[config.mk]
export PLATFORM = sky130hd
export DESIGN_NAME = conv_window_sequencer_flat
export DESIGN_NICKNAME = d
export VERILOG_FILES = /design/src/rtl/conv_window_sequencer_if.sv /design/src/rtl/conv_window_sequencer.sv /design/src/flat_wrapper.sv
export SDC_FILE = /design/constraint.sdc
export NUM_CORES = 1
export LEC_CHECK = 0
export BUFFER_PORTS_ARGS = -buffer_cell sky130_fd_sc_hd__buf_4
export CAP_MARGIN = 20
export CORE_MARGIN = 2
export CORE_UTILIZATION = 51
export CTS_BUF_LIST = sky130_fd_sc_hd__clkbuf_2 sky130_fd_sc_hd__clkbuf_4 sky130_fd_sc_hd__clkbuf_8
export DETAILED_ROUTE_END_ITERATION = 10
export GPL_ROUTABILITY_DRIVEN = 0
export HOLD_SLACK_MARGIN = 0.12
export PLACE_DENSITY = 0.76
export SLEW_MARGIN = 5
export SYNTH_ARGS = -nofsm -noshare
export SYNTH_HDL_FRONTEND = slang
export SYNTH_SLANG_ARGS = --single-unit
[constraint.sdc]
create_clock -name clk_i -period 7.8 [get_ports clk_i]
set_clock_uncertainty 0.1 [all_clocks]
set_input_delay 1.56 -clock clk_i [delete_from_list [all_inputs] [get_ports clk_i]]
set_output_delay 1.56 -clock clk_i [all_outputs]
set_load 0.005 [all_outputs]
[src/rtl/conv_window_sequencer_if.sv]
// Bus bundle between the core-side control and the CONV window sequencer.
// Carries the start request with the window descriptor, the synchronous
// data-memory read port and the busy/done/result return path.
//   master : core / memory side (drives start, base_addr, stride, kernel,
//            mem_rdata)
//   slave  : sequencer side (drives mem_rd, mem_addr, busy, done, result)
interface conv_window_sequencer_if #(
  parameter int ADDR_W = 18
);
  logic              start;
  logic [ADDR_W-1:0] base_addr;
  logic [ADDR_W-1:0] stride;
  logic [71:0]       kernel;
  logic              mem_rd;
  logic [ADDR_W-1:0] mem_addr;
  logic [7:0]        mem_rdata;
  logic              busy;
  logic              done;
  logic [7:0]        result;

  modport master (
    output start, base_addr, stride, kernel, mem_rdata,
    input  mem_rd, mem_addr, busy, done, result
  );

  modport slave (
    input  start, base_addr, stride, kernel, mem_rdata,
    output mem_rd, mem_addr, busy, done, result
  );
endinterface

[src/rtl/conv_window_sequencer.sv]
// CONV window sequencer: on an accepted start it reads the nine pixels of a
// 3x3 window from a synchronous data memory, multiply-accumulates each one
// with its signed kernel coefficient, then shifts, saturates and returns one
// unsigned 8-bit pixel.
// Ports:
//   clk_i  - system clock, all state changes on the rising edge
//   rst_i  - synchronous active-high reset
//   bus    - slave side of conv_window_sequencer_if (start/base_addr/stride/
//            kernel in, mem_rd/mem_addr out, mem_rdata in, busy/done/result out)
module conv_window_sequencer #(
  parameter int ADDR_W = 18,
  parameter int SHIFT  = 4
) (
  input  logic                  clk_i,
  input  logic                  rst_i,
  conv_window_sequencer_if.slave bus
);

  localparam int DATA_W = 8;
  localparam int COEF_W = 8;
  localparam int PROD_W = DATA_W + COEF_W + 1;
  localparam int ACC_W  = 21;
  localparam logic signed [ACC_W-1:0] PIX_MAX = ACC_W'(255);

  typedef enum logic [2:0] {
    S_IDLE,
    S_LOAD,
    S_DRAIN,
    S_NORM,
    S_DONE
  } state_t;

  state_t                   state_q;
  logic [3:0]               k_q;
  logic [1:0]               col_q;
  logic [ADDR_W-1:0]        row_q;
  logic [ADDR_W-1:0]        stride_q;
  logic [ADDR_W-1:0]        mem_addr_q;
  logic                     mem_rd_q;
  logic                     busy_q;
  logic                     done_q;
  logic [DATA_W-1:0]        result_q;
  logic signed [ACC_W-1:0]  acc_q;
  logic signed [ACC_W-1:0]  acc_d;

  logic                     vld_p1;
  logic [3:0]               k_p1;
  logic signed [PROD_W-1:0] prod_p1;

  function automatic logic signed [COEF_W-1:0] coef_sel(
    input logic [71:0] kern,
    input logic [3:0]  idx
  );
    coef_sel = kern[int'(idx)*COEF_W +: COEF_W];
  endfunction

  // Arithmetic shift, then clamp to the unsigned pixel range.
  function automatic logic [DATA_W-1:0] norm_sat(
    input logic signed [ACC_W-1:0] a
  );
    logic signed [ACC_W-1:0] s;
    s = a >>> SHIFT;
    if (s[ACC_W-1])        norm_sat = '0;
    else if (s > PIX_MAX)  norm_sat = '1;
    else                   norm_sat = s[DATA_W-1:0];
  endfunction

  // Return stage: pixel for the read issued last cycle is on mem_rdata now.
  // Both operands are widened to the product width so the low PROD_W bits of
  // the multiply are the exact signed product.
  always_comb begin
    logic signed [PROD_W-1:0] coef_ext;
    logic signed [PROD_W-1:0] pix_ext;
    logic [COEF_W-1:0]        c;
    c        = coef_sel(bus.kernel, k_p1);
    coef_ext = {{(PROD_W-COEF_W){c[COEF_W-1]}}, c};
    pix_ext  = {{(PROD_W-DATA_W){1'b0}}, bus.mem_rdata};
    prod_p1  = coef_ext * pix_ext;
    acc_d    = acc_q + {{(ACC_W-PROD_W){prod_p1[PROD_W-1]}}, prod_p1};
  end

  always_ff @(posedge clk_i) begin
    if (rst_i) begin
      state_q    <= S_IDLE;
      k_q        <= '0;
      col_q      <= '0;
      row_q      <= '0;
      stride_q   <= '0;
      mem_addr_q <= '0;
      mem_rd_q   <= 1'b0;
      busy_q     <= 1'b0;
      done_q     <= 1'b0;
      result_q   <= '0;
      acc_q      <= '0;
      vld_p1     <= 1'b0;
      k_p1       <= '0;
    end else begin
      vld_p1 <= mem_rd_q;
      k_p1   <= k_q;
      if (vld_p1) acc_q <= acc_d;

      case (state_q)
        S_IDLE: begin
          if (bus.start) begin
            state_q    <= S_LOAD;
            row_q      <= bus.base_addr;
            stride_q   <= bus.stride;
            mem_addr_q <= bus.base_addr;
            mem_rd_q   <= 1'b1;
            busy_q     <= 1'b1;
            k_q        <= '0;
            col_q      <= '0;
            acc_q      <= '0;
          end
        end
        // Address walks column by column; a row step adds the latched stride
        // to the row base, so no multiplier is needed. Wraps modulo 2^ADDR_W.
        S_LOAD: begin
          if (k_q == 4'd8) begin
            state_q  <= S_DRAIN;
            mem_rd_q <= 1'b0;
          end else begin
            k_q <= k_q + 4'd1;
            if (col_q == 2'd2) begin
              col_q      <= '0;
              row_q      <= row_q + stride_q;
              mem_addr_q <= row_q + stride_q;
            end else begin
              col_q      <= col_q + 2'd1;
              mem_addr_q <= mem_addr_q + ADDR_W'(1);
            end
          end
        end
        S_DRAIN: begin
          state_q <= S_NORM;
        end
        S_NORM: begin
          result_q <= norm_sat(acc_q);
          done_q   <= 1'b1;
          state_q  <= S_DONE;
        end
        S_DONE: begin
          done_q  <= 1'b0;
          busy_q  <= 1'b0;
          state_q <= S_IDLE;
        end
        default: begin
          state_q <= S_IDLE;
        end
      endcase
    end
  end

  assign bus.mem_rd   = mem_rd_q;
  assign bus.mem_addr = mem_addr_q;
  assign bus.busy     = busy_q;
  assign bus.done     = done_q;
  assign bus.result   = result_q;

endmodule

[src/flat_wrapper.sv]
// flat-port wrapper written by rule: the top's interface ports become plain ports
module conv_window_sequencer_flat 
#(
  parameter int ADDR_W = 18,
  parameter int SHIFT  = 4
)
  (clk_i, rst_i, bus_start, bus_base_addr, bus_stride, bus_kernel, bus_mem_rdata, bus_mem_rd, bus_mem_addr, bus_busy, bus_done, bus_result);
  conv_window_sequencer_if #(.ADDR_W(ADDR_W)) bus_i ();
  input  logic clk_i;
  input  logic rst_i;
  input wire logic [$bits(bus_i.start)-1:0] bus_start;
  input wire logic [$bits(bus_i.base_addr)-1:0] bus_base_addr;
  input wire logic [$bits(bus_i.stride)-1:0] bus_stride;
  input wire logic [$bits(bus_i.kernel)-1:0] bus_kernel;
  input wire logic [$bits(bus_i.mem_rdata)-1:0] bus_mem_rdata;
  output wire logic [$bits(bus_i.mem_rd)-1:0] bus_mem_rd;
  output wire logic [$bits(bus_i.mem_addr)-1:0] bus_mem_addr;
  output wire logic [$bits(bus_i.busy)-1:0] bus_busy;
  output wire logic [$bits(bus_i.done)-1:0] bus_done;
  output wire logic [$bits(bus_i.result)-1:0] bus_result;
  assign bus_i.start = bus_start;
  assign bus_i.base_addr = bus_base_addr;
  assign bus_i.stride = bus_stride;
  assign bus_i.kernel = bus_kernel;
  assign bus_i.mem_rdata = bus_mem_rdata;
  assign bus_mem_rd = bus_i.mem_rd;
  assign bus_mem_addr = bus_i.mem_addr;
  assign bus_busy = bus_i.busy;
  assign bus_done = bus_i.done;
  assign bus_result = bus_i.result;
  conv_window_sequencer #(.ADDR_W(ADDR_W), .SHIFT(SHIFT)) u_core (.clk_i(clk_i), .rst_i(rst_i), .bus(bus_i));
endmodule
**Yosys cells after proc, flatten, opt, wreduce, memory -nomap -nowiden**

Cells that the tools add are included.

- Register bits: 100
- Input bits: 119
- Output and inout bits: 29
- Word-level logic and storage cells: 68

- $add $sub $neg: 5
- $mul: 1
- Magnitude comparators: 1
- Eq/ne operators: 10
- Shift-type cells: 1
- Mux-type cells: 27
- Reductions and logical operators: 10

Operator list:

| cell | count |
|---|---|
| $mux 18 | 5 |
| $pmux 18 s2 | 2 |
| $shiftx 72x8->8 | 1 |
| $mux 21 | 3 |
| $add 21x21->21 | 1 |
| $add 18x1->18 const B | 1 |
| $add 18x18->18 | 1 |
| $gt 17x9->1 const B | 1 |
| $mul 8x9->17 | 1 |
| $mux 8 | 2 |
| $pmux 3 s4 | 1 |
| $mux 4 | 2 |
| $pmux 4 s2 | 1 |
| $eq 3x2->1 const B | 2 |
| $mux 2 | 3 |
| $mux 3 | 2 |
| $pmux 1 s2 | 3 |
| $reduce_and 2->1 | 3 |
| $reduce_and 3->1 | 2 |
| $reduce_bool 2->1 | 3 |
| $add 4x1->4 const B | 1 |
| $eq 4x4->1 const B | 1 |
| $ne 2x1->1 const B | 2 |
| $ne 2x2->1 const B | 2 |
| 8 further kinds | 9 |

**Depth between registers and ports, before layout**

- Word-level depth: 6
- Gate-level depth with buffers: 31
- Gate-level depth less buffers: 29

**Worst setup path after synthesis**

OpenSTA, ideal clock, no wires.

- Kind: input port to flip-flop
- Start point: input port bus_kernel[63]
- End point: register u_core.acc_q[20]
- Library setup time: 0.072 ns
- Data arrival time: 7.570 ns
- Path slack: 0.058 ns
- Stages: 27
- Path buffers: 0
- Path through: mux4_2 mux2i_1 nor2_1 a21oi_2 or2_2 fa_1 fa_1 inv_1 fa_1 inv_1 fa_1 inv_1 ha_1 inv_2 nor2_1 o21a_1 o311a_1 a31oi_1 nand2b_1 xor2_1 ha_1 a21oi_1 nor2b_1 a211oi_1 or3_1 a21oi_2 mux2i_1

- Word-level cells in the longest chain between the ends: 6

RTL lines:

| what | RTL line | source |
|---|---|---|
| from (decl) | flat_wrapper.sv:14 | `input wire logic [$bits(bus_i.kernel)-1:0] bus_kernel;` |
| $shiftx 72x8->8 (*) | conv_window_sequencer.sv:54 | `coef_sel = kern[int'(idx)*COEF_W +: COEF_W];` |
| $mul 8x9->17 (*) | conv_window_sequencer.sv:78 | `prod_p1 = coef_ext * pix_ext;` |
| $add 21x21->21 (*) | conv_window_sequencer.sv:79 | `acc_d = acc_q + {{(ACC_W-PROD_W){prod_p1[PROD_W-1]}}, prod_p1};` |
| $mux 21 (*) | conv_window_sequencer.sv:100 | `if (vld_p1) acc_q <= acc_d;` |
| $mux 21 | conv_window_sequencer.sv:104 | `if (bus.start) begin` |
| $mux 21 (*) | conv_window_sequencer.sv:102 | `case (state_q)` |
| to (signal assigned) | conv_window_sequencer.sv:94 | `acc_q <= '0;` |
| to (signal assigned) | conv_window_sequencer.sv:100 |  |
| to (signal assigned) | conv_window_sequencer.sv:113 | `acc_q <= '0;` |
| to (decl) | conv_window_sequencer.sv:43 | `logic signed [ACC_W-1:0] acc_q;` |

Every way passes the cells marked *; elsewhere a longest branch is shown, timed or not.
A chain may end at the register's enable or synchronous reset.

**Worst setup path after layout**

- Start point: input port bus_kernel[31]
- End point: register u_core.acc_q[20]

The elaborated chain is that of the path after synthesis.

==> out/results.tsv <==
metric	value	unit
CP arrival	7790	ps
post-synthesis compound-gate area fraction	0.182	
fin crit period	7570	ps
diode count	0	
GRT Overall Usage	0.244	
ys flop type	dfxtp_1	
EDFF count, synth	0	
root buf cell	clkbuf_8	
total die area	0.0183	mm²
Post-Synth Adder-Cell Area	0.208	
Detail Route Antenna Nets	0	
Die X	135	µm
crit start category	input port	
final setup violation count	0	
clock buffer depth	2	
die height	135	µm
initial antenna violation count	0	
routed len/inst	15.5	µm
Overflow after GRT	0	
Routed WL	23000	µm
Site Rows	48	
Synth Register Bits	100	
hpwl dp	17600	µm
worst endpoint required time	8020	ps
Synth area leader	dfxtp_1	
1st-pass router iterations	5	
synthesized area per cell	8.16	µm²
vias in the first global route	7790	
relative slew slack	0.293	
area of the core	0.0171	mm²
fraction of layout cells with a size suffix above 1	0.227	
nets	1496	
Post-Synth Simple-Gate Area	0.209	
cell repeated most along the worst path	fa_1	
Post-Syn Area	0.00880	mm²
Initial DRC Count	500	
Top-Level Pins	148	
Hold Path Class	reg -> reg	
htree depth	3	
final hold vios	0	
crit share post-route	0.970	
worst-margin pin slew	1060	ps
CP max-delay cell	fa_1	
DRC viols	0	
Synth-to-Final Area Change	22.9	%
Crit. End Element	flop	
CTS buffer count	9	
largest net degree at the start of global routing	63	
leak pwr	4.90	nW
post-place setup slack	-299	ps
Netlist cell types	67	
Hold Crit Start	u_core.stride_q[0]	
mux cell area share after synthesis	0.0638	
Post-Synthesis Cells	1078	
Area contributors post-synth	dfxtp_1, ha_1, fa_1, nand2_1, a21oi_1	
Ys Warns	0	
syn_nets	1320	
XOR/XNOR share of the synthesized area	0.0547	
CP Max Fanout	4	
Reg clk slew, reported paths	90	ps
power density relative to cell area	248	mW/mm²
number of vias per cell	5.63	
via count	8361	
Max Slew Vio Count	0	
combinational family with the most area after synthesis	simple AND/OR/NAND/NOR gates	
area of the multi-input gates	0.00648	mm²
Port Buffers	147	
top-area cell type share of the netlist area	0.227	
peak supply drop	189	µV
max frequency	0.132	GHz
worst-skew pair later-pin latency	390	ps
Storage cell area	0.00200	mm²
global-route wire length before repair	36500	µm
MaxCap Viol Count	0	
final worst slack	234	ps
sequential share of the synthesized area	0.227	
Slowest Stage Delay on Critical Path	570	ps
hold_ws	366	ps
Setup crit start	bus_kernel[31]	
initial core utilization	0.516	
fillers	1474	
critical path class	in -> reg	
Async SR Flop Fraction	0	
clk sink count	100	
worst r2r src	u_core.k_p1[1]	
run status	finished, final reports clean	
CTS tree	yes	
Hold Buf Count CTS	0	
[sequential cells by signal, indices dropped and copies added (netlist names)]
register / cells
u_core.bus.result: 8
u_core.bus.done: 1
u_core.row_q: 18
u_core.k_q: 4
u_core.state_q: 3
u_core.vld_p1: 1
u_core.bus.busy: 1
u_core.bus.mem_rd: 1
u_core.acc_q: 21
u_core.bus.mem_addr: 18
u_core.k_p1: 4
u_core.col_q: 2
u_core.stride_q: 18
[layout by cell type, fill, tap and decap left out, types with 16 or more instances in the layout]
master and n:
xnor2_1 29, o21ai_0 32, inv_1 72, and2_1 46, mux4_2 16, a21o_1 21, a21oi_1 88, xor2_1 26
nor2_1 105, dfxtp_1 100, nor3_1 20, mux2i_1 16, buf_4 203, nand2_1 135, fa_1 39, ha_1 79
[area by class of cell]
cell class	count	area share
clock buffers	11	0.0134
clock inverters	5	0.00405
inverters	80	0.0278
multi-input cells	857	0.600
flip-flops and latches	100	0.185
well taps	225	0.0260
repair buffers	206	0.144
[worst max-delay path, delay by kind of cell]
kind / cells / cell delay [ps]
adders and majority gates: 6 / 2720
xor gates and xnor gates: 1 / 230
AOI/OAI and AO/OA: 7 / 1130
muxes: 3 / 800
and+or+nand+nor: 5 / 990
buffers and inverters: 4 / 360
[synth_stat cells (3+ instances only)]
cell type and count:
a2111oi_0 3, a211oi_1 9, a21o_1 21, a21oi_1 92, a221oi_1 3, a311oi_1 15
a31oi_1 7, and2_1 48, and3_1 10, buf_1 7, clkbuf_1 27, dfxtp_1 100
fa_1 39, ha_1 84, inv_1 77, mux2i_1 19, mux4_2 16, nand2_1 136
nand2b_1 7, nand3_1 15, nand4_1 6, nor2_1 107, nor2b_1 16, nor3_1 20
nor3b_1 4, nor4_1 3, o211ai_1 12, o21a_1 8, o21ai_0 40, o21ai_1 3
o21bai_1 5, o22ai_1 4, or2_2 5, or3_1 10, xnor2_1 29, xor2_1 26
[final timing paths]
kind	slack [ps]	endpoint	depth (start not counted)
min	370	u_core.stride_q[0]	2
max reg2reg	450	u_core.acc_q[20]	28
min reg2reg	370	u_core.stride_q[0]	2
max	230	u_core.acc_q[20]	26
[per-layer routing]
metal	global-route usage	share of wire	wire, µm	vias to the layer above
met2	0.416	0.50	11400	241
li1	-	-	-	4107
met1	0.329	0.44	10100	3986
met3	0.0352	0.052	1200	27
met5	0	0	0	-
met4	0.0567	0.011	256	0
[report_power, final]
part	internal (mW)	leakage [nW]	total, mW	switching [mW]
logic	0.866	3.99	1.76	0.896
clock network	0.133	0.0919	0.328	0.195
registers	0.547	0.818	0.588	0.0413
total	1.55	4.90	2.68	1.13
[per-stage QoR]
stage / power [mW] / util / cell area (µm²) / cells / setup TNS, ps
3_3_place_gp: 2.14 / 0.608 / 10400 / 1458 / -711
3_5_place_dp: 2.18 / 0.608 / 10400 / 1458 / -1390
5_1_grt: 2.90 / 0.634 / 10800 / 1484 / -159
4_1_cts: 2.52 / 0.619 / 10600 / 1474 / 0
2_1_floorplan: 1.63 / - / 8800 / 1078 / 0
6_report: 2.68 / 0.634 / 10800 / 1484 / 0
[logic make-up after synthesis]
group	after synthesis
flip-flops	100
AND/OR/NAND/NOR	394
buffers and inverters	121
AO/OA/AOI/OAI	249
multiplexers	36
adder cells (fa/ha/maj)	123
XOR/XNOR	55
[what timing repair did]
item	4_1_cts	5_1_grt
setup buffers	0	10
setup endpoints to repair	0	9
gates resized for setup	0	45
Power figures use the tool's default switching activity.
